### config.mk
export PLATFORM = sky130hd
export DESIGN_NAME = mcdf_arbiter_flat
export DESIGN_NICKNAME = d
export VERILOG_FILES = /design/src/rtl/mcdf_pkg.sv /design/src/rtl/mcdf_arb_if.sv /design/src/rtl/mcdf_rr_prio_sel.sv /design/src/rtl/mcdf_arbiter.sv /design/src/flat_wrapper.sv
export SDC_FILE = /design/constraint.sdc
export NUM_CORES = 1
export LEC_CHECK = 0
export ABC_AREA = 1
export BUFFER_PORTS_ARGS = -buffer_cell sky130_fd_sc_hd__clkbuf_2
export CAP_MARGIN = 20
export CORE_AREA = 2 2 88 90
export DETAILED_ROUTE_END_ITERATION = 10
export DIE_AREA = 0 0 90 92
export GPL_ROUTABILITY_DRIVEN = 0
export PLACE_DENSITY = 0.68
export SYNTH_ARGS = -nofsm -noshare
export SYNTH_HDL_FRONTEND = slang
export SYNTH_SLANG_ARGS = --single-unit
export TNS_END_PERCENT = 5
### constraint.sdc
create_clock -name clk_i -period 2.7 [get_ports clk_i]
set_clock_uncertainty 0.15 [all_clocks]
set_input_delay 0.27 -clock clk_i [delete_from_list [all_inputs] [get_ports clk_i]]
set_output_delay 0.27 -clock clk_i [all_outputs]
set_load 0.03 [all_outputs]
### src/rtl/mcdf_pkg.sv
// Shared types and constants for the MCDF arbiter slice.
//   NUM_CH      : number of channel slaves feeding the arbiter
//   DW_DEF      : default data width of slave and formatter buses
//   chan_id_t   : channel index (0..NUM_CH-1)
//   prio_t      : channel priority, 0 is highest
//   arb_state_e : arbiter FSM states
//   rr_next     : (base + step) mod NUM_CH for the round-robin scan
package mcdf_pkg;

  localparam int unsigned NUM_CH = 3;
  localparam int unsigned DW_DEF = 32;

  typedef logic [1:0] chan_id_t;
  typedef logic [1:0] prio_t;

  typedef enum logic {
    IDLE  = 1'b0,
    GRANT = 1'b1
  } arb_state_e;

  // base is at most 2 and step at most 3, so two conditional subtracts cover the mod
  function automatic chan_id_t rr_next(chan_id_t base, logic [1:0] step);
    logic [2:0] sum;
    sum = 3'({1'b0, base}) + 3'({1'b0, step});
    if (sum >= 3'd3) sum = sum - 3'd3;
    if (sum >= 3'd3) sum = sum - 3'd3;
    return chan_id_t'(sum[1:0]);
  endfunction

endpackage

### src/rtl/mcdf_arb_if.sv
// Slave-to-arbiter and arbiter-to-formatter signal bundle.
//   slave  modport : arbiter side (responder)
//   master modport : channel slaves, register block and formatter side
// Signal names carry the arbiter's point of view (_i into, _o out of the arbiter).
interface mcdf_arb_if #(
  parameter int unsigned DW = mcdf_pkg::DW_DEF
) ();

  mcdf_pkg::prio_t    slv0_prio_i, slv1_prio_i, slv2_prio_i;
  logic               slv0_req_i,  slv1_req_i,  slv2_req_i;
  logic               slv0_val_i,  slv1_val_i,  slv2_val_i;
  logic [DW-1:0]      slv0_data_i, slv1_data_i, slv2_data_i;
  logic               a2s0_ack_o,  a2s1_ack_o,  a2s2_ack_o;
  logic               f2a_rdy_i;
  logic               a2f_val_o;
  mcdf_pkg::chan_id_t a2f_id_o;
  logic [DW-1:0]      a2f_data_o;

  modport slave (
    input  slv0_prio_i, slv1_prio_i, slv2_prio_i,
    input  slv0_req_i,  slv1_req_i,  slv2_req_i,
    input  slv0_val_i,  slv1_val_i,  slv2_val_i,
    input  slv0_data_i, slv1_data_i, slv2_data_i,
    input  f2a_rdy_i,
    output a2s0_ack_o,  a2s1_ack_o,  a2s2_ack_o,
    output a2f_val_o,   a2f_id_o,    a2f_data_o
  );

  modport master (
    output slv0_prio_i, slv1_prio_i, slv2_prio_i,
    output slv0_req_i,  slv1_req_i,  slv2_req_i,
    output slv0_val_i,  slv1_val_i,  slv2_val_i,
    output slv0_data_i, slv1_data_i, slv2_data_i,
    output f2a_rdy_i,
    input  a2s0_ack_o,  a2s1_ack_o,  a2s2_ack_o,
    input  a2f_val_o,   a2f_id_o,    a2f_data_o
  );

endinterface

### src/rtl/mcdf_rr_prio_sel.sv
// Combinational winner selection: lowest priority value wins, ties broken
// round-robin starting after last_id.
//   req_i       : per-channel request
//   prio_i      : per-channel priority (0 highest)
//   last_id_i   : channel granted most recently
//   any_req_c_o : at least one channel requests
//   winner_c_o  : selected channel (meaningful only when any_req_c_o)
module mcdf_rr_prio_sel
  import mcdf_pkg::*;
(
  input  logic [NUM_CH-1:0] req_i,
  input  prio_t [NUM_CH-1:0] prio_i,
  input  chan_id_t           last_id_i,
  output logic               any_req_c_o,
  output chan_id_t           winner_c_o
);

  prio_t      min_prio;
  logic [3:0] cand;      // one spare bit so any 2-bit index stays in range
  chan_id_t   idx;
  logic       found;

  always_comb begin
    min_prio = 2'd3;
    cand     = '0;
    idx      = '0;
    found    = 1'b0;
    winner_c_o = last_id_i;
    // best priority among requesters
    for (int i = 0; i < int'(NUM_CH); i++) begin
      if (req_i[i] && (prio_i[i] < min_prio)) min_prio = prio_i[i];
    end
    for (int i = 0; i < int'(NUM_CH); i++) begin
      cand[i] = req_i[i] && (prio_i[i] == min_prio);
    end
    // scan last+1, last+2, last+3 (mod 3)
    for (int k = 1; k <= 3; k++) begin
      idx = rr_next(last_id_i, 2'(k));
      if (!found && cand[idx]) begin
        winner_c_o = idx;
        found      = 1'b1;
      end
    end
  end

  assign any_req_c_o = |req_i;

endmodule

### src/rtl/mcdf_arbiter.sv
// MCDF arbiter: grants one channel slave at a time for up to BURST_LEN words
// and forwards each accepted word, tagged with its channel, one cycle later.
//   clk_i  : clock, rising edge
//   rstn_i : asynchronous reset, active-high
//   bus    : slave modport of mcdf_arb_if (slave req/val/data/prio, acks,
//            formatter rdy and forwarded val/id/data)
module mcdf_arbiter
  import mcdf_pkg::*;
#(
  parameter int unsigned DW        = DW_DEF,
  parameter int unsigned BURST_LEN = 4
) (
  input  logic     clk_i,
  input  logic     rstn_i,
  mcdf_arb_if.slave bus
);

  localparam int unsigned CW = $clog2(BURST_LEN + 1);

  arb_state_e          state_q;
  chan_id_t            gnt_id_q, last_id_q;
  logic [CW-1:0]       cnt_q, cnt_d;
  logic [NUM_CH-1:0]   ack_q;
  logic                fwd_val_q;
  chan_id_t            fwd_id_q;
  logic [DW-1:0]       fwd_data_q;

  logic [NUM_CH-1:0]   req;
  prio_t [NUM_CH-1:0]  prio;
  logic                any_req;
  chan_id_t            winner;
  logic                cur_req, cur_val, last_word;
  logic [DW-1:0]       cur_data;

  assign req  = {bus.slv2_req_i, bus.slv1_req_i, bus.slv0_req_i};
  assign prio = {bus.slv2_prio_i, bus.slv1_prio_i, bus.slv0_prio_i};

  mcdf_rr_prio_sel u_sel (
    .req_i       (req),
    .prio_i      (prio),
    .last_id_i   (last_id_q),
    .any_req_c_o (any_req),
    .winner_c_o  (winner)
  );

  // mux the granted channel's handshake and data
  always_comb begin
    cur_req  = bus.slv0_req_i;
    cur_val  = bus.slv0_val_i;
    cur_data = bus.slv0_data_i;
    case (gnt_id_q)
      2'd1: begin
        cur_req  = bus.slv1_req_i;
        cur_val  = bus.slv1_val_i;
        cur_data = bus.slv1_data_i;
      end
      2'd2: begin
        cur_req  = bus.slv2_req_i;
        cur_val  = bus.slv2_val_i;
        cur_data = bus.slv2_data_i;
      end
      default: ;
    endcase
  end

  assign cnt_d     = cnt_q + CW'(1);
  assign last_word = (cnt_q == CW'(BURST_LEN - 1));

  // FSM, burst counter and forwarding registers
  always_ff @(posedge clk_i or posedge rstn_i) begin
    if (rstn_i) begin
      state_q    <= IDLE;
      gnt_id_q   <= '0;
      last_id_q  <= chan_id_t'(2);
      cnt_q      <= '0;
      ack_q      <= '0;
      fwd_val_q  <= 1'b0;
      fwd_id_q   <= '0;
      fwd_data_q <= '0;
    end else begin
      fwd_val_q <= 1'b0;
      case (state_q)
        IDLE: begin
          if (bus.f2a_rdy_i && any_req) begin
            gnt_id_q  <= winner;
            last_id_q <= winner;
            cnt_q     <= '0;
            ack_q     <= NUM_CH'(1) << winner;
            state_q   <= GRANT;
          end
        end
        GRANT: begin
          if (cur_val) begin
            fwd_val_q  <= 1'b1;
            fwd_id_q   <= gnt_id_q;
            fwd_data_q <= cur_data;
            cnt_q      <= cnt_d;
            if (last_word) begin
              ack_q   <= '0;
              state_q <= IDLE;
            end
          end else if (!cur_req) begin
            // slave drained before the burst limit
            ack_q   <= '0;
            state_q <= IDLE;
          end
        end
        default: begin
          ack_q   <= '0;
          state_q <= IDLE;
        end
      endcase
    end
  end

  assign bus.a2s0_ack_o = ack_q[0];
  assign bus.a2s1_ack_o = ack_q[1];
  assign bus.a2s2_ack_o = ack_q[2];
  assign bus.a2f_val_o  = fwd_val_q;
  assign bus.a2f_id_o   = fwd_id_q;
  assign bus.a2f_data_o = fwd_data_q;

endmodule

### src/flat_wrapper.sv
// flat-port wrapper written by rule: the top's interface ports become plain ports
module mcdf_arbiter_flat import mcdf_pkg::*;
#(
  parameter int unsigned DW        = DW_DEF,
  parameter int unsigned BURST_LEN = 4
)
  (clk_i, rstn_i, bus_slv0_prio_i, bus_slv1_prio_i, bus_slv2_prio_i, bus_slv0_req_i, bus_slv1_req_i, bus_slv2_req_i, bus_slv0_val_i, bus_slv1_val_i, bus_slv2_val_i, bus_slv0_data_i, bus_slv1_data_i, bus_slv2_data_i, bus_f2a_rdy_i, bus_a2s0_ack_o, bus_a2s1_ack_o, bus_a2s2_ack_o, bus_a2f_val_o, bus_a2f_id_o, bus_a2f_data_o);
  mcdf_arb_if #(.DW(DW)) bus_i ();
  input  logic clk_i;
  input  logic rstn_i;
  input wire logic [$bits(bus_i.slv0_prio_i)-1:0] bus_slv0_prio_i;
  input wire logic [$bits(bus_i.slv1_prio_i)-1:0] bus_slv1_prio_i;
  input wire logic [$bits(bus_i.slv2_prio_i)-1:0] bus_slv2_prio_i;
  input wire logic [$bits(bus_i.slv0_req_i)-1:0] bus_slv0_req_i;
  input wire logic [$bits(bus_i.slv1_req_i)-1:0] bus_slv1_req_i;
  input wire logic [$bits(bus_i.slv2_req_i)-1:0] bus_slv2_req_i;
  input wire logic [$bits(bus_i.slv0_val_i)-1:0] bus_slv0_val_i;
  input wire logic [$bits(bus_i.slv1_val_i)-1:0] bus_slv1_val_i;
  input wire logic [$bits(bus_i.slv2_val_i)-1:0] bus_slv2_val_i;
  input wire logic [$bits(bus_i.slv0_data_i)-1:0] bus_slv0_data_i;
  input wire logic [$bits(bus_i.slv1_data_i)-1:0] bus_slv1_data_i;
  input wire logic [$bits(bus_i.slv2_data_i)-1:0] bus_slv2_data_i;
  input wire logic [$bits(bus_i.f2a_rdy_i)-1:0] bus_f2a_rdy_i;
  output wire logic [$bits(bus_i.a2s0_ack_o)-1:0] bus_a2s0_ack_o;
  output wire logic [$bits(bus_i.a2s1_ack_o)-1:0] bus_a2s1_ack_o;
  output wire logic [$bits(bus_i.a2s2_ack_o)-1:0] bus_a2s2_ack_o;
  output wire logic [$bits(bus_i.a2f_val_o)-1:0] bus_a2f_val_o;
  output wire logic [$bits(bus_i.a2f_id_o)-1:0] bus_a2f_id_o;
  output wire logic [$bits(bus_i.a2f_data_o)-1:0] bus_a2f_data_o;
  assign bus_i.slv0_prio_i = bus_slv0_prio_i;
  assign bus_i.slv1_prio_i = bus_slv1_prio_i;
  assign bus_i.slv2_prio_i = bus_slv2_prio_i;
  assign bus_i.slv0_req_i = bus_slv0_req_i;
  assign bus_i.slv1_req_i = bus_slv1_req_i;
  assign bus_i.slv2_req_i = bus_slv2_req_i;
  assign bus_i.slv0_val_i = bus_slv0_val_i;
  assign bus_i.slv1_val_i = bus_slv1_val_i;
  assign bus_i.slv2_val_i = bus_slv2_val_i;
  assign bus_i.slv0_data_i = bus_slv0_data_i;
  assign bus_i.slv1_data_i = bus_slv1_data_i;
  assign bus_i.slv2_data_i = bus_slv2_data_i;
  assign bus_i.f2a_rdy_i = bus_f2a_rdy_i;
  assign bus_a2s0_ack_o = bus_i.a2s0_ack_o;
  assign bus_a2s1_ack_o = bus_i.a2s1_ack_o;
  assign bus_a2s2_ack_o = bus_i.a2s2_ack_o;
  assign bus_a2f_val_o = bus_i.a2f_val_o;
  assign bus_a2f_id_o = bus_i.a2f_id_o;
  assign bus_a2f_data_o = bus_i.a2f_data_o;
  mcdf_arbiter #(.DW(DW), .BURST_LEN(BURST_LEN)) u_core (.clk_i(clk_i), .rstn_i(rstn_i), .bus(bus_i));
endmodule
After elaboration in Yosys (flattened, before gate mapping)
Index checks and enable logic that the tools add are counted.
{ "totals": {"regBits": 46, "inputBits": 111, "out_inout_bits": 38} }
{ "op_classes": {"n_addsub": 10, "order_cmp": 12, "n_eq_ne": 10, "shifts": 1, "n_mux": 38, "bitwise_logic": 1, "reduce_logical": 16} }
{ "op_table": {"columns": ["cell", "count"], "rows": [
  ["one-hot mux 32 bit (2 select lines)", 1],
  ["2-to-1 mux 3 bit", 9],
  [">= comparator 3 x 2 -> 1 bit, second input constant", 6],
  ["2-to-1 mux 2 bit", 9],
  ["one-hot mux 3 bit (2 select lines)", 2],
  ["2-to-1 mux 1 bit", 11],
  ["logical AND 1 bit", 9],
  ["< comparator 2 x 3 -> 1 bit, second input constant", 3],
  ["subtractor 3 x 2 -> 3 bit, second input constant", 3],
  ["adder 2 x 2 -> 3 bit, second input constant", 2],
  ["binary-select mux 1 bit (select 2 bit)", 3],
  ["equality test 2 bit", 3],
  ["inequality test 3 bit, second input constant", 2],
  ["one-hot mux 1 bit (2 select lines)", 3],
  ["AND reduction 2 bit", 3],
  ["subtractor 2 bit, second input constant", 3],
  ["< comparator 2 bit", 2],
  ["adder 2 x 1 -> 3 bit, second input constant", 1],
  ["adder 3 x 1 -> 3 bit, second input constant", 1],
  ["equality test 3 x 2 -> 1 bit, second input constant", 1],
  ["AND reduction 3 bit", 1],
  ["OR reduction 3 bit", 1],
  ["left shift 1 x 2 -> 3 bit, first input constant", 1],
  ["equality test 2 x 1 -> 1 bit, second input constant", 1],
  ["other kinds (6)", 7]
]} }

Depth between registers and ports, before layout
Gate-level depths: netlist of the first run.
{ "depth": {"word_depth": 23, "mapped_depth": 24, "depth_no_buf": 24} }

Hierarchy
A second synthesis of the first run with hierarchy kept.
{ "unflattened": {"hier_cells": 430, "area_unflattened_um2": 3236.9} }
{ "modules_own_cells": {"columns": ["mod", "n_inst", "cells_per_inst", "area_each_um2", "seq_area_each_um2"], "rows": [
  ["mcdf_arbiter", 1, 320, 2576.2, 1127.3],
  ["mcdf_rr_prio_sel", 1, 110, 660.6, 0.0]
]} }

Worst setup path before layout of the first run
No wires, ideal clock.
{ "synth_timing": {"path_kind": "input port to flip-flop", "startpoint": "in bus_slv0_req_i", "endpoint": "reg u_core.gnt_id_q[1]", "setup_time_ps": 132, "t_arrival_ps": 2484, "required_time_ps": 2418, "path_slack_ps": -66, "path_stages": 23, "path_buffers": 0, "path_cell_list": "inv_1 nor2_1 ha_1 nand2_2 nand2_2 o21ai_1 ha_1 nand2_4 nand2_4 nand2_2 nand2_2 nand2_2 inv_2 nor2_2 nand3_1 nand3_2 nand2_2 nand3_1 nand3_1 nand2_1 nand2_1 nand2_1 o21ai_0"} }
{ "synth_via": {"elab_chain_len": 19, "word_cells_on_any_way": 32, "classes_between": "order compare: 2; eq/ne: 3; mux: 14; reduce/logical: 13"} }
{ "synth_rtl": {"columns": ["element", "line", "text"], "rows": [
  ["start: declaration", "flat_wrapper.sv:14", "input wire logic [$bits(bus_i.slv0_req_i)-1:0] bus_slv0_req_i;"],
  ["logical AND 1 bit", "mcdf_rr_prio_sel.sv:31", "if (req_i[i] && (prio_i[i] < min_prio)) min_prio = prio_i[i];"],
  ["2-to-1 mux 2 bit", "mcdf_rr_prio_sel.sv:31", null],
  ["< comparator 2 bit", "mcdf_rr_prio_sel.sv:31", null],
  ["logical AND 1 bit", "mcdf_rr_prio_sel.sv:31", null],
  ["2-to-1 mux 2 bit", "mcdf_rr_prio_sel.sv:31", null],
  ["< comparator 2 bit", "mcdf_rr_prio_sel.sv:31", null],
  ["logical AND 1 bit", "mcdf_rr_prio_sel.sv:31", null],
  ["2-to-1 mux 2 bit", "mcdf_rr_prio_sel.sv:31", null],
  ["[... 3 more ...]", null, null],
  ["2-to-1 mux 1 bit (implied by the code)", "mcdf_rr_prio_sel.sv:39", "if (!found && cand[idx]) begin"],
  ["2-to-1 mux 1 bit", "mcdf_rr_prio_sel.sv:39", null],
  ["zero test 1 bit", "mcdf_rr_prio_sel.sv:39", null],
  ["logical AND 1 bit", "mcdf_rr_prio_sel.sv:39", null],
  ["2-to-1 mux 1 bit", "mcdf_rr_prio_sel.sv:39", null],
  ["zero test 1 bit", "mcdf_rr_prio_sel.sv:39", null],
  ["logical AND 1 bit", "mcdf_rr_prio_sel.sv:39", null],
  ["2-to-1 mux 2 bit", "mcdf_rr_prio_sel.sv:39", null],
  ["end signal: assignment", "mcdf_arbiter.sv:85", "gnt_id_q <= winner;"],
  ["end: declaration", "mcdf_arbiter.sv:21", "chan_id_t gnt_id_q, last_id_q;"]
]} }
Parallel ways exist; a longest one is shown, timed or not. The select of a mux whose other input is x is not followed.
A chain may end at the register's enable or synchronous reset.

Final worst setup path of the first run
{ "layout_timing": {"startpoint": "in bus_slv0_req_i", "endpoint": "reg u_core.ack_q[2]"} }
{ "layout_via": {"elab_chain_len": 22, "word_cells_on_any_way": 38, "classes_between": "order compare: 2; eq/ne: 5; shift: 1; mux: 17; reduce/logical: 13"} }
{ "layout_rtl": {"columns": ["element", "line", "text"], "rows": [
  ["logical AND 1 bit", "mcdf_rr_prio_sel.sv:31", null],
  ["2-to-1 mux 2 bit", "mcdf_rr_prio_sel.sv:31", null],
  ["< comparator 2 bit", "mcdf_rr_prio_sel.sv:31", null],
  ["logical AND 1 bit", "mcdf_rr_prio_sel.sv:31", null],
  ["2-to-1 mux 2 bit", "mcdf_rr_prio_sel.sv:31", null],
  ["< comparator 2 bit", "mcdf_rr_prio_sel.sv:31", null],
  ["logical AND 1 bit", "mcdf_rr_prio_sel.sv:31", null],
  ["2-to-1 mux 2 bit", "mcdf_rr_prio_sel.sv:31", null],
  ["[... 6 more ...]", null, null],
  ["logical AND 1 bit", "mcdf_rr_prio_sel.sv:39", null],
  ["2-to-1 mux 1 bit", "mcdf_rr_prio_sel.sv:39", null],
  ["zero test 1 bit", "mcdf_rr_prio_sel.sv:39", null],
  ["logical AND 1 bit", "mcdf_rr_prio_sel.sv:39", null],
  ["2-to-1 mux 2 bit", "mcdf_rr_prio_sel.sv:39", null],
  ["left shift 1 x 2 -> 3 bit", "mcdf_arbiter.sv:88", "ack_q <= NUM_CH'(1) << winner;"],
  ["2-to-1 mux 3 bit", "mcdf_arbiter.sv:84", "if (bus.f2a_rdy_i && any_req) begin"],
  ["one-hot mux 3 bit (2 select lines)", "mcdf_arbiter.sv:82", "case (state_q)"],
  ["end signal: assignment", "mcdf_arbiter.sv:88", null],
  ["end: declaration", "mcdf_arbiter.sv:23", "logic [NUM_CH-1:0] ack_q;"]
]} }
Parallel ways exist; a longest one is shown, timed or not. The select of a mux whose other input is x is not followed.

==> results of run 1 <==
## layer usage
layer | wire, microns | track usage [%] | part of all wire (%)
met5 | 0 | 0 | 0
met4 | 144 | 5.64 | 1.8
met3 | 342 | 3.04 | 4.3
met2 | 4110 | 31.8 | 51
met1 | 3430 | 23.8 | 43
## metrics by stage
step	hold WS [ps]	instance area, sq um	setup TNS [ps]	setup slack, ps	cells
after floorplan	319	2930	0	14.3	345
after global placement	317	3830	-715	-138	587
after detailed placement	322	3830	-1480	-269	587
after CTS	41.2	3940	0	32.1	595
after global routing	84.6	4100	-516	-120	596
final	0.168	4100	0	3.05	596
## sequential cells by signal (all words and copies together), names as in the netlist
register               flops
u_core.bus.a2f_val_o       1
u_core.gnt_id_q            1
u_core.state_q             1
u_core.bus.a2f_id_o        2
u_core.cnt_q               3
u_core.bus.a2f_data_o     32
u_core.last_id_q           2
u_core.ack_q               3
## worst max-delay path, delay by kind of cell
| family | cells | cell delay (ps) |
|---|---|---|
| AO/OA/AOI/OAI | 4 | 790 |
| adder cells (fa/ha/maj) | 2 | 430 |
| buffers and inverters | 2 | 150 |
| AND/OR/NAND/NOR | 11 | 1150 |
## cell type report
cell class	count	area share (%)
Sequential cell	45	27.5
Tap cell	102	3.12
Clock inverter	2	0.855
Multi-Input combinational cell	249	42.9
Timing Repair Buffer	160	20.9
Clock buffer	6	1.77
Inverter	32	2.93
## cells by family after synthesis
kind of cell,after synthesis
mux,32
fa+ha+maj,8
compound gates,86
buf+inv,51
flops,45
simple gates,123
## how the worst min path moves through the flow
stage | endpoint | slack [ps] | cells after the start
2_1_floorplan | u_core.cnt_q[0] | 320 | 1
4_1_cts | u_core.bus.a2f_data_o[21] | 40 | 2
3_3_place_gp | u_core.bus.a2f_data_o[6] | 320 | 2
3_5_place_dp | u_core.bus.a2f_data_o[28] | 320 | 2
6_report | u_core.bus.a2f_data_o[25] | 0.2 | 2
5_1_grt | u_core.bus.a2f_data_o[25] | 80 | 2
## power by group through the flow
stage / clock (mW) / combinational [mW] / sequential, mW
floorplan: 0 / 1.66 / 1.57
global placement: 0 / 2.81 / 1.14
detailed placement: 0 / 2.88 / 1.14
CTS: 0.510 / 2.88 / 1.14
global route: 0.536 / 3.35 / 1.18
finish: 0.499 / 3.06 / 1.14
## synthesized netlist by cell type
library cell | instances | area share [%]
o31ai_1 | 1 | 0.26
inv_1 | 27 | 3.5
a221o_1 | 1 | 0.34
clkbuf_1 | 19 | 2.4
o21ai_1 | 4 | 0.68
o21bai_1 | 2 | 0.51
nand2_2 | 12 | 2.6
ha_1 | 8 | 3.4
o21ai_0 | 40 | 6.8
nand2_1 | 61 | 7.8
nand4_1 | 1 | 0.21
nand2_4 | 3 | 1.2
nand3_1 | 29 | 5.0
nor3_1 | 1 | 0.17
o21ai_2 | 3 | 0.90
a22o_1 | 33 | 9.9
a31oi_1 | 2 | 0.43
nor2_4 | 1 | 0.39
inv_2 | 5 | 0.64
dfstp_2 | 1 | 0.90
dfrtp_1 | 44 | 38
nand3_2 | 5 | 1.7
mux2i_1 | 32 | 11
nor2_1 | 6 | 0.77
nor2_2 | 4 | 0.86
## what timing repair did
item	in CTS	in global routing
endpoints found under the hold margin	0	0
gates resized for setup	0	32
setup endpoints to repair	0	6
buffers inserted	0	1
==> results.sh, run 1 <==
export IMPL_fin_total_pwr_mw=4.70
export IMPL_critical_path_startpoint="bus_slv0_req_i"
export IMPL_switching_share_pct=49.2
export IMPL_grt_pass1_wl_microns=12500
export IMPL_cts_tree="yes"
export IMPL_required_ps=2790
export IMPL_antenna_found_initial=0
export IMPL_synth_area_mux_share_pct=11.0
export IMPL_clkPwrFrac_pct=10.6
export IMPL_status="complete, no violations"
export IMPL_setup_viol=0
export IMPL_worstSetupEndpoint="u_core.ack_q[2]"
export IMPL_fin_crit_sh_pct=99.9
export IMPL_cts_hold_buf=0
export IMPL_r2r_end="u_core.ack_q[2]"
export IMPL_crit_fanout=5
export IMPL_numCtsBuffers=5
export IMPL_final_common_cell="clkbuf_2"
export IMPL_irDropWorstVdd_mv=0.638
export IMPL_cap_violations=0
export IMPL_slew_viol_final=0
export IMPL_clk_pin_slew_worst_paths_ps=80
export IMPL_regArea_sq_mm=0.00113
export IMPL_finalHoldViolCount=0
export IMPL_drive_gt1_share_pct=45.5
export IMPL_cp_data_arrival_time_ps=2780
export IMPL_seqPwrFrac_pct=24.2
export IMPL_synth_nets=464
export IMPL_finalCriticalPeriod_ps=2700
export IMPL_power_density_mw_per_mm2=1150
export IMPL_worstPathCellList="clkbuf_2 > inv_2 > nor2_4 > ha_4 > nand2_2 > nand2_4 > o21ai_4 > ha_4 > nand2_4 > nand2_4 > a31oi_2 > nand3_4 > o21ai_2 > nand2_2 > nand3_4 > nand2_2 > o21ai_4 > nand3_2 > nand2_1"
export IMPL_crit_path_start_kind="input pin"
export IMPL_rsz0062_at_grt="true"
export IMPL_rows=32
export IMPL_hp_class="in2async"
export IMPL_initial_utilization_pct=39.2
export IMPL_fmax_ghz=0.371
export IMPL_r2r_cells=12
export IMPL_first_iter_violations=105
export IMPL_syn_cell_area_sq_mm=0.00292
export IMPL_finish_utilization_pct=55.0
export IMPL_synth_cell_type_count=25
export IMPL_drt_pass1_iter_count=4
export IMPL_p_int_mw=2.38
export IMPL_p_leak_nw=2.27
export IMPL_critPathSlowestCell="ha_4"
export IMPL_track_usage_pct=18.4
export IMPL_cts_max_level=2
export IMPL_p_switching_mw=2.31
export IMPL_vias_per_cell=4.98
export IMPL_synth_top_family_by_area="simple AND/OR/NAND/NOR gates"
export IMPL_worstSetupPathType="in2reg"
export IMPL_area_growth_synth_to_final_pct=40.2
export IMPL_cts_root_buf="clkbuf_8"
export IMPL_fill_cells=734
export IMPL_post_route_drc_count=0
export IMPL_syn_inst=345
export IMPL_multi_input_area_sq_mm=0.00176
export IMPL_antenna_left=0
export IMPL_vias=2966
export IMPL_wl_microns=8030
export IMPL_syn_mean_instance_area_sq_um=8.47
export IMPL_nets=612
export IMPL_grt_pass1_vias=2700
export IMPL_hpwl_microns=6160
export IMPL_yosysSeqAreaShare_pct=38.6
export IMPL_slew_headroom_pct=38.5
export IMPL_synth_seq_cells=45
export IMPL_r2r_slack_ps=370
export IMPL_ioPinCount=149
export IMPL_end_kind="register"
export IMPL_worst_r2r_startpoint="u_core.last_id_q[1]"
export IMPL_coreArea_sq_mm=0.00745
export IMPL_detail_route_wl_per_cell_microns=13.5
export IMPL_pwr_share_comb_pct=65.1
export IMPL_critPathMaxStageDelay_ps=220
export IMPL_synthAdderAreaFrac_pct=3.42
export IMPL_cts_max_path_buffers=2
export IMPL_die_area_sq_mm=0.00828
export IMPL_portBuffers=148
export IMPL_synth_simple_area_share_pct=20.6
export IMPL_die_y_microns=92
export IMPL_synth_xor_area_share_pct=0
export IMPL_yosys_warnings=0
export IMPL_overflow=0
export IMPL_clock_latency_ps=290
export IMPL_tightest_slew_ps=920
export IMPL_diodes=0
export IMPL_die_w_microns=90
export IMPL_grt_max_degree=46
export IMPL_synth_compound_area_share_pct=19.9
export IMPL_layout_common_cells="clkbuf_2 (148), nand2_1 (53), dfrtp_1 (44)"
export IMPL_clock_sinks=45
Power figures use the tool's default switching activity.
==> run 2: changes to the inputs <==
--- a/config.mk
+++ b/config.mk
@@ -13,6 +13,7 @@
 export DIE_AREA = 0 0 90 92
 export GPL_ROUTABILITY_DRIVEN = 0
 export PLACE_DENSITY = 0.68
+export REMOVE_ABC_BUFFERS = 1
 export SYNTH_ARGS = -nofsm -noshare
 export SYNTH_HDL_FRONTEND = slang
 export SYNTH_SLANG_ARGS = --single-unit
==> run 2 against run 1 <==
  * Register-to-register slack got worse by 60 ps
  * Highest routed layer unchanged
  * Critical path depth rose by 3
  * Critical endpoint is now u_core.ack_q[0]
  * Global-route usage rose by 0.21 points
  * Cell count grew 0.50%
  * Critical path type unchanged
  * Largest cell class unchanged
==> results.sh, run 2 (synthesized netlist as in run 1, its figures left out) <==
export IMPL_clock_latency_ps=290
export IMPL_setup_viol=0
export IMPL_grt_pass1_vias=2782
export IMPL_setup_ws_ps=58.6
export IMPL_holdWs_ps=134
export IMPL_portBuffers=148
export IMPL_cts_max_level=2
export IMPL_die_w_microns=90
export IMPL_first_iter_violations=144
export IMPL_rows=32
export IMPL_ioPinCount=149
export IMPL_worstSetupPathType="in2reg"
export IMPL_drt_pass1_iter_count=4
export IMPL_drive_gt1_share_pct=49.1
export IMPL_slew_viol_final=0
export IMPL_die_area_sq_mm=0.00828
export IMPL_overflow=0
export IMPL_end_kind="register"
export IMPL_nets=615
export IMPL_largest_register_ffs=32
export IMPL_crit_fanout=5
export IMPL_detail_route_wl_per_cell_microns=14.3
export IMPL_slew_headroom_pct=71.0
export IMPL_diodes=0
export IMPL_wl_microns=8550
export IMPL_antenna_found_initial=0
export IMPL_crit_path_start_kind="input pin"
export IMPL_finalCriticalPeriod_ps=2640
export IMPL_place_inst=586
export IMPL_tightest_slew_ps=433
export IMPL_die_y_microns=92
export IMPL_cts_root_buf="clkbuf_8"
export IMPL_area_growth_synth_to_final_pct=44.9
export IMPL_layout_common_cells="clkbuf_2 (146), nand2_1 (48), dfrtp_1 (44)"
export IMPL_fin_crit_sh_pct=97.8
export IMPL_p_leak_nw=2.32
export IMPL_clk_pin_slew_worst_paths_ps=90
export IMPL_cts_tree="yes"
export IMPL_power_density_mw_per_mm2=1110
export IMPL_track_usage_pct=18.7
export IMPL_coreArea_sq_mm=0.00745
export IMPL_irDropWorstVdd_mv=0.641
export IMPL_rsz0062_at_grt="true"
export IMPL_finalHoldViolCount=0
export IMPL_fmax_ghz=0.379
export IMPL_hpwl_microns=6330
export IMPL_cap_violations=0
export IMPL_initial_utilization_pct=39.2
export IMPL_vias=3014
export IMPL_cp_data_arrival_time_ps=2670
export IMPL_grt_max_degree=49
export IMPL_post_route_drc_count=0
export IMPL_required_ps=2730
export IMPL_final_common_cell="clkbuf_2"
export IMPL_cts_max_path_buffers=2
export IMPL_tns_ps=0
export IMPL_fin_cells=599
export IMPL_numCtsBuffers=5
export IMPL_grt_pass1_wl_microns=12800
export IMPL_vias_per_cell=5.03
export IMPL_dp_slack_ps=-383
export IMPL_hp_class="in2reg"
export IMPL_antenna_left=0
export IMPL_clock_sinks=45
export IMPL_status="complete, no violations"
run 2: cell types whose count changed in the layout (fill, tap and decap cells not counted), sizes merged:
cell and delta:
clkbuf -2, clkinv +1, bufinv -1, buf +4, dlygate4sd3 +1
run 2: layer usage:
metal | wire (microns) | GRT usage, % | share of wire, % | vias up
met1 | 3560 | 24.2 | 42 | 1420
met4 | 87 | 4.23 | 1.0 | 0
met5 | 0 | 0 | 0 | -
met3 | 377 | 2.79 | 4.4 | 8
li1 | - | - | - | 1496
met2 | 4520 | 33.0 | 53 | 90
run 2: final timing paths:
check	start	cells past startpoint	to	slack [ps]
max in group asynchronous	rstn_i	4	u_core.last_id_q[1]	1710
min reg2reg	u_core.bus.a2f_data_o[4]	2	u_core.bus.a2f_data_o[4]	340
min in group asynchronous	rstn_i	3	u_core.bus.a2f_id_o[1]	220
max reg2reg	u_core.last_id_q[1]	11	u_core.ack_q[0]	310
min	bus_slv0_data_i[4]	3	u_core.bus.a2f_data_o[4]	130
max	bus_slv0_req_i	22	u_core.ack_q[0]	60
run 2: area by class of cell:
type	instances	area, sq um
Fill cell	702	3210
Multi-Input combinational cell	249	1880
Sequential cell	45	1130
Timing Repair Buffer	163	885
Tap cell	102	128
Inverter	32	123
Clock buffer	6	82.6
Clock inverter	2	13.8
run 2: where the power goes:
group	internal (mW)	leakage, nW	total, mW	switching, mW
clock network	0.208	0.0512	0.434	0.226
logic	1.14	1.69	3.12	1.98
registers	0.969	0.575	1.13	0.160
total	2.31	2.32	4.68	2.37
run 2: timing repair:
| action | 4_1_cts | 5_1_grt |
|---|---|---|
| hold endpoints to repair | 0 | 44 |
| buffers inserted | 0 | 3 |
| pin swaps | 0 | 30 |
| setup endpoints to repair | 5 | 6 |
| resized for setup | 2 | 64 |
| hold buffers | 0 | 1 |
run 2: critical path, stage by stage:
cell and delay (ps):
buf_8 80, inv_4 30, nor2_4 140, ha_4 230, nand2_4 70, nand2_4 70
o21ai_4 190, ha_4 230, nand2_4 90, nand2_4 90, nand2_4 130, nand2_4 60
nand2_2 70, nand3_4 110, o21ai_4 200, nand2_4 110, inv_1 80, nand3_2 70
nand2_2 120, nor2_1 50, nor2_1 80, o21bai_1 90
run 2: metrics by stage:
step	power (mW)	area, sq um	util (%)
after CTS	4.44	3900	52.4
final	4.68	4240	56.9
after detailed placement	3.99	3800	51.0
after global routing	5.07	4240	56.9
after global placement	3.93	3800	51.0
after floorplan	3.19	2850	-
==> run 3: changes to the inputs <==
--- a/config.mk
+++ b/config.mk
@@ -14,6 +14,7 @@
 export GPL_ROUTABILITY_DRIVEN = 0
 export PLACE_DENSITY = 0.68
 export REMOVE_ABC_BUFFERS = 1
+export SETUP_SLACK_MARGIN = 0.2
 export SYNTH_ARGS = -nofsm -noshare
 export SYNTH_HDL_FRONTEND = slang
 export SYNTH_SLANG_ARGS = --single-unit
==> run 3 against run 2 <==
  * Highest routed layer unchanged
  * Sequential share of layout area fell by 0.12 points
  * Routed wire length rose by 0.53%
  * Final area rose by 0.44%
  * Largest power group unchanged
  * Clock power barely moved
  * Critical endpoint unchanged
  * Worst hold slack barely moved
  * Global-route usage rose by 0.25 points
  * Count of clock-buffer cells in the layout did not move
  * Worst setup slack got worse by 4.0 ps
  * Critical path depth rose by 1
  * Sequential power barely moved
  * Cell count rose by 0.67%
  * First-iteration DRC count rose by 8.3%
==> results.sh, run 3 (synthesized netlist as in run 1, its figures left out) <==
export IMPL_design_area_sq_mm=0.00426
export IMPL_grt_pass1_wl_microns=12900
export IMPL_status="complete, no violations"
export IMPL_cts_tree="yes"
export IMPL_tns_ps=0
export IMPL_vias_per_cell=5.00
export IMPL_coreArea_sq_mm=0.00745
export IMPL_finalCriticalPeriod_ps=2650
export IMPL_crit_fanout=5
export IMPL_slew_headroom_pct=70.9
export IMPL_track_usage_pct=18.9
export IMPL_regArea_sq_mm=0.00113
export IMPL_setup_viol=0
export IMPL_largest_register_ffs=32
export IMPL_initial_utilization_pct=39.2
export IMPL_numCtsBuffers=5
export IMPL_layout_common_cells="clkbuf_2 (146), nand2_1 (50), dfrtp_1 (44)"
export IMPL_nets=619
export IMPL_crit_path_start_kind="input pin"
export IMPL_antenna_found_initial=0
export IMPL_vias=3014
export IMPL_rsz0062_at_grt="true"
export IMPL_grt_max_degree=49
export IMPL_die_area_sq_mm=0.00828
export IMPL_wl_microns=8590
export IMPL_post_route_drc_count=0
export IMPL_fmax_ghz=0.378
export IMPL_overflow=0
export IMPL_drive_gt1_share_pct=49.1
export IMPL_required_ps=2760
export IMPL_area_growth_synth_to_final_pct=45.6
export IMPL_antenna_left=0
export IMPL_end_kind="register"
export IMPL_tightest_slew_ps=434
export IMPL_p_leak_nw=2.34
export IMPL_multi_input_area_sq_mm=0.00187
export IMPL_finish_utilization_pct=57.1
export IMPL_fin_cells=603
export IMPL_cp_data_arrival_time_ps=2710
export IMPL_irDropWorstVdd_mv=0.641
export IMPL_portBuffers=148
export IMPL_drt_pass1_iter_count=4
export IMPL_worstSetupPathType="in2reg"
export IMPL_cts_max_path_buffers=2
export IMPL_cap_violations=0
export IMPL_rows=32
export IMPL_finalHoldViolCount=0
export IMPL_cts_root_buf="clkbuf_8"
export IMPL_fin_total_pwr_mw=4.72
export IMPL_ioPinCount=149
export IMPL_clock_sinks=45
export IMPL_diodes=0
export IMPL_hpwl_microns=6330
export IMPL_placed_area_sq_mm=0.00380
export IMPL_power_density_mw_per_mm2=1110
export IMPL_final_common_cell="clkbuf_2"
export IMPL_grt_pass1_vias=2798
export IMPL_fin_crit_sh_pct=98.0
export IMPL_fill_cells=692
export IMPL_cts_max_level=2
export IMPL_hp_class="in2reg"
export IMPL_clock_latency_ps=290
export IMPL_die_w_microns=90
export IMPL_place_inst=586
export IMPL_clk_pin_slew_worst_paths_ps=90
export IMPL_first_iter_violations=156
export IMPL_die_y_microns=92
export IMPL_detail_route_wl_per_cell_microns=14.2
export IMPL_slew_viol_final=0
==> run 3: changes by cell type in the layout (fill, tap and decap cells not counted) <==
cell	delta
buf_4	+3
inv_2	+1
nand2_2	-2
nand2_1	+2
buf_6	+1
inv_4	-1
nand3_2	+1
nand3_4	-1
==> run 3: area by class of cell <==
cell class / instances / area share [%]
multi-input cells: 249 / 43.8
flip-flops and latches: 45 / 26.5
repair buffers: 167 / 21.6
well taps: 102 / 3.00
inverters: 32 / 2.82
clock buffers: 6 / 1.94
clock inverters: 2 / 0.323
==> run 3: layer usage <==
metal	routed length (microns)	GRT usage [%]	share of wire (%)
met4	102	4.23	1.2
met3	388	2.79	4.5
met5	0	0	0
met1	3610	24.2	42
met2	4490	33.9	52
==> run 3: what timing repair did <==
| item | in CTS | in global routing |
|---|---|---|
| hold buffers | 0 | 1 |
| hold endpoints to repair | 0 | 44 |
| setup buffers | 1 | 6 |
| gates resized for setup | 7 | 56 |
| setup endpoints to repair | 6 | 6 |
| pin swaps | 5 | 31 |
==> run 3: path summary, 6_finish.rpt <==
kind / slack [ps] / startpoint / end / cells after the start
max: 50 / bus_slv0_prio_i[1] / u_core.ack_q[0] / 23
min: 130 / bus_slv0_data_i[4] / u_core.bus.a2f_data_o[4] / 3
max reg2reg: 320 / u_core.last_id_q[1] / u_core.ack_q[0] / 11
min reg2reg: 340 / u_core.bus.a2f_data_o[4] / u_core.bus.a2f_data_o[4] / 2
max in group asynchronous: 1710 / rstn_i / u_core.last_id_q[1] / 4
min in group asynchronous: 220 / rstn_i / u_core.bus.a2f_id_o[1] / 3
==> run 3: critical path, cell delays in order <==
cell and delay, ps:
buf_8 100, nor2_4 130, ha_4 220, nand2_4 70, nand2_4 70, nand2_4 80
o21ai_4 70, ha_4 270, nand2_4 70, nand2_4 110, nand2_1 80, nand3_2 70
nand2_2 70, nor2_4 140, nand2_1 70, nand2_1 70, nand3_2 70, nand2_2 110
nand3_4 120, nor2_4 140, buf_4 110, nor2_1 30, o21bai_1 140
==> run 3: through the flow <==
step           hold WS [ps]  worst slack, ps
3_5_place_dp            322             -383
5_1_grt                 125            -79.8
2_1_floorplan           319             -416
4_1_cts                52.1              113
3_3_place_gp            317             -192
6_report                134             54.6
==> run 3: power by group <==
part | internal (mW) | total, mW | switching [mW]
sequential | 0.969 | 1.13 | 0.158
clock | 0.208 | 0.432 | 0.225
combinational | 1.16 | 3.16 | 1.99
total | 2.34 | 4.72 | 2.38
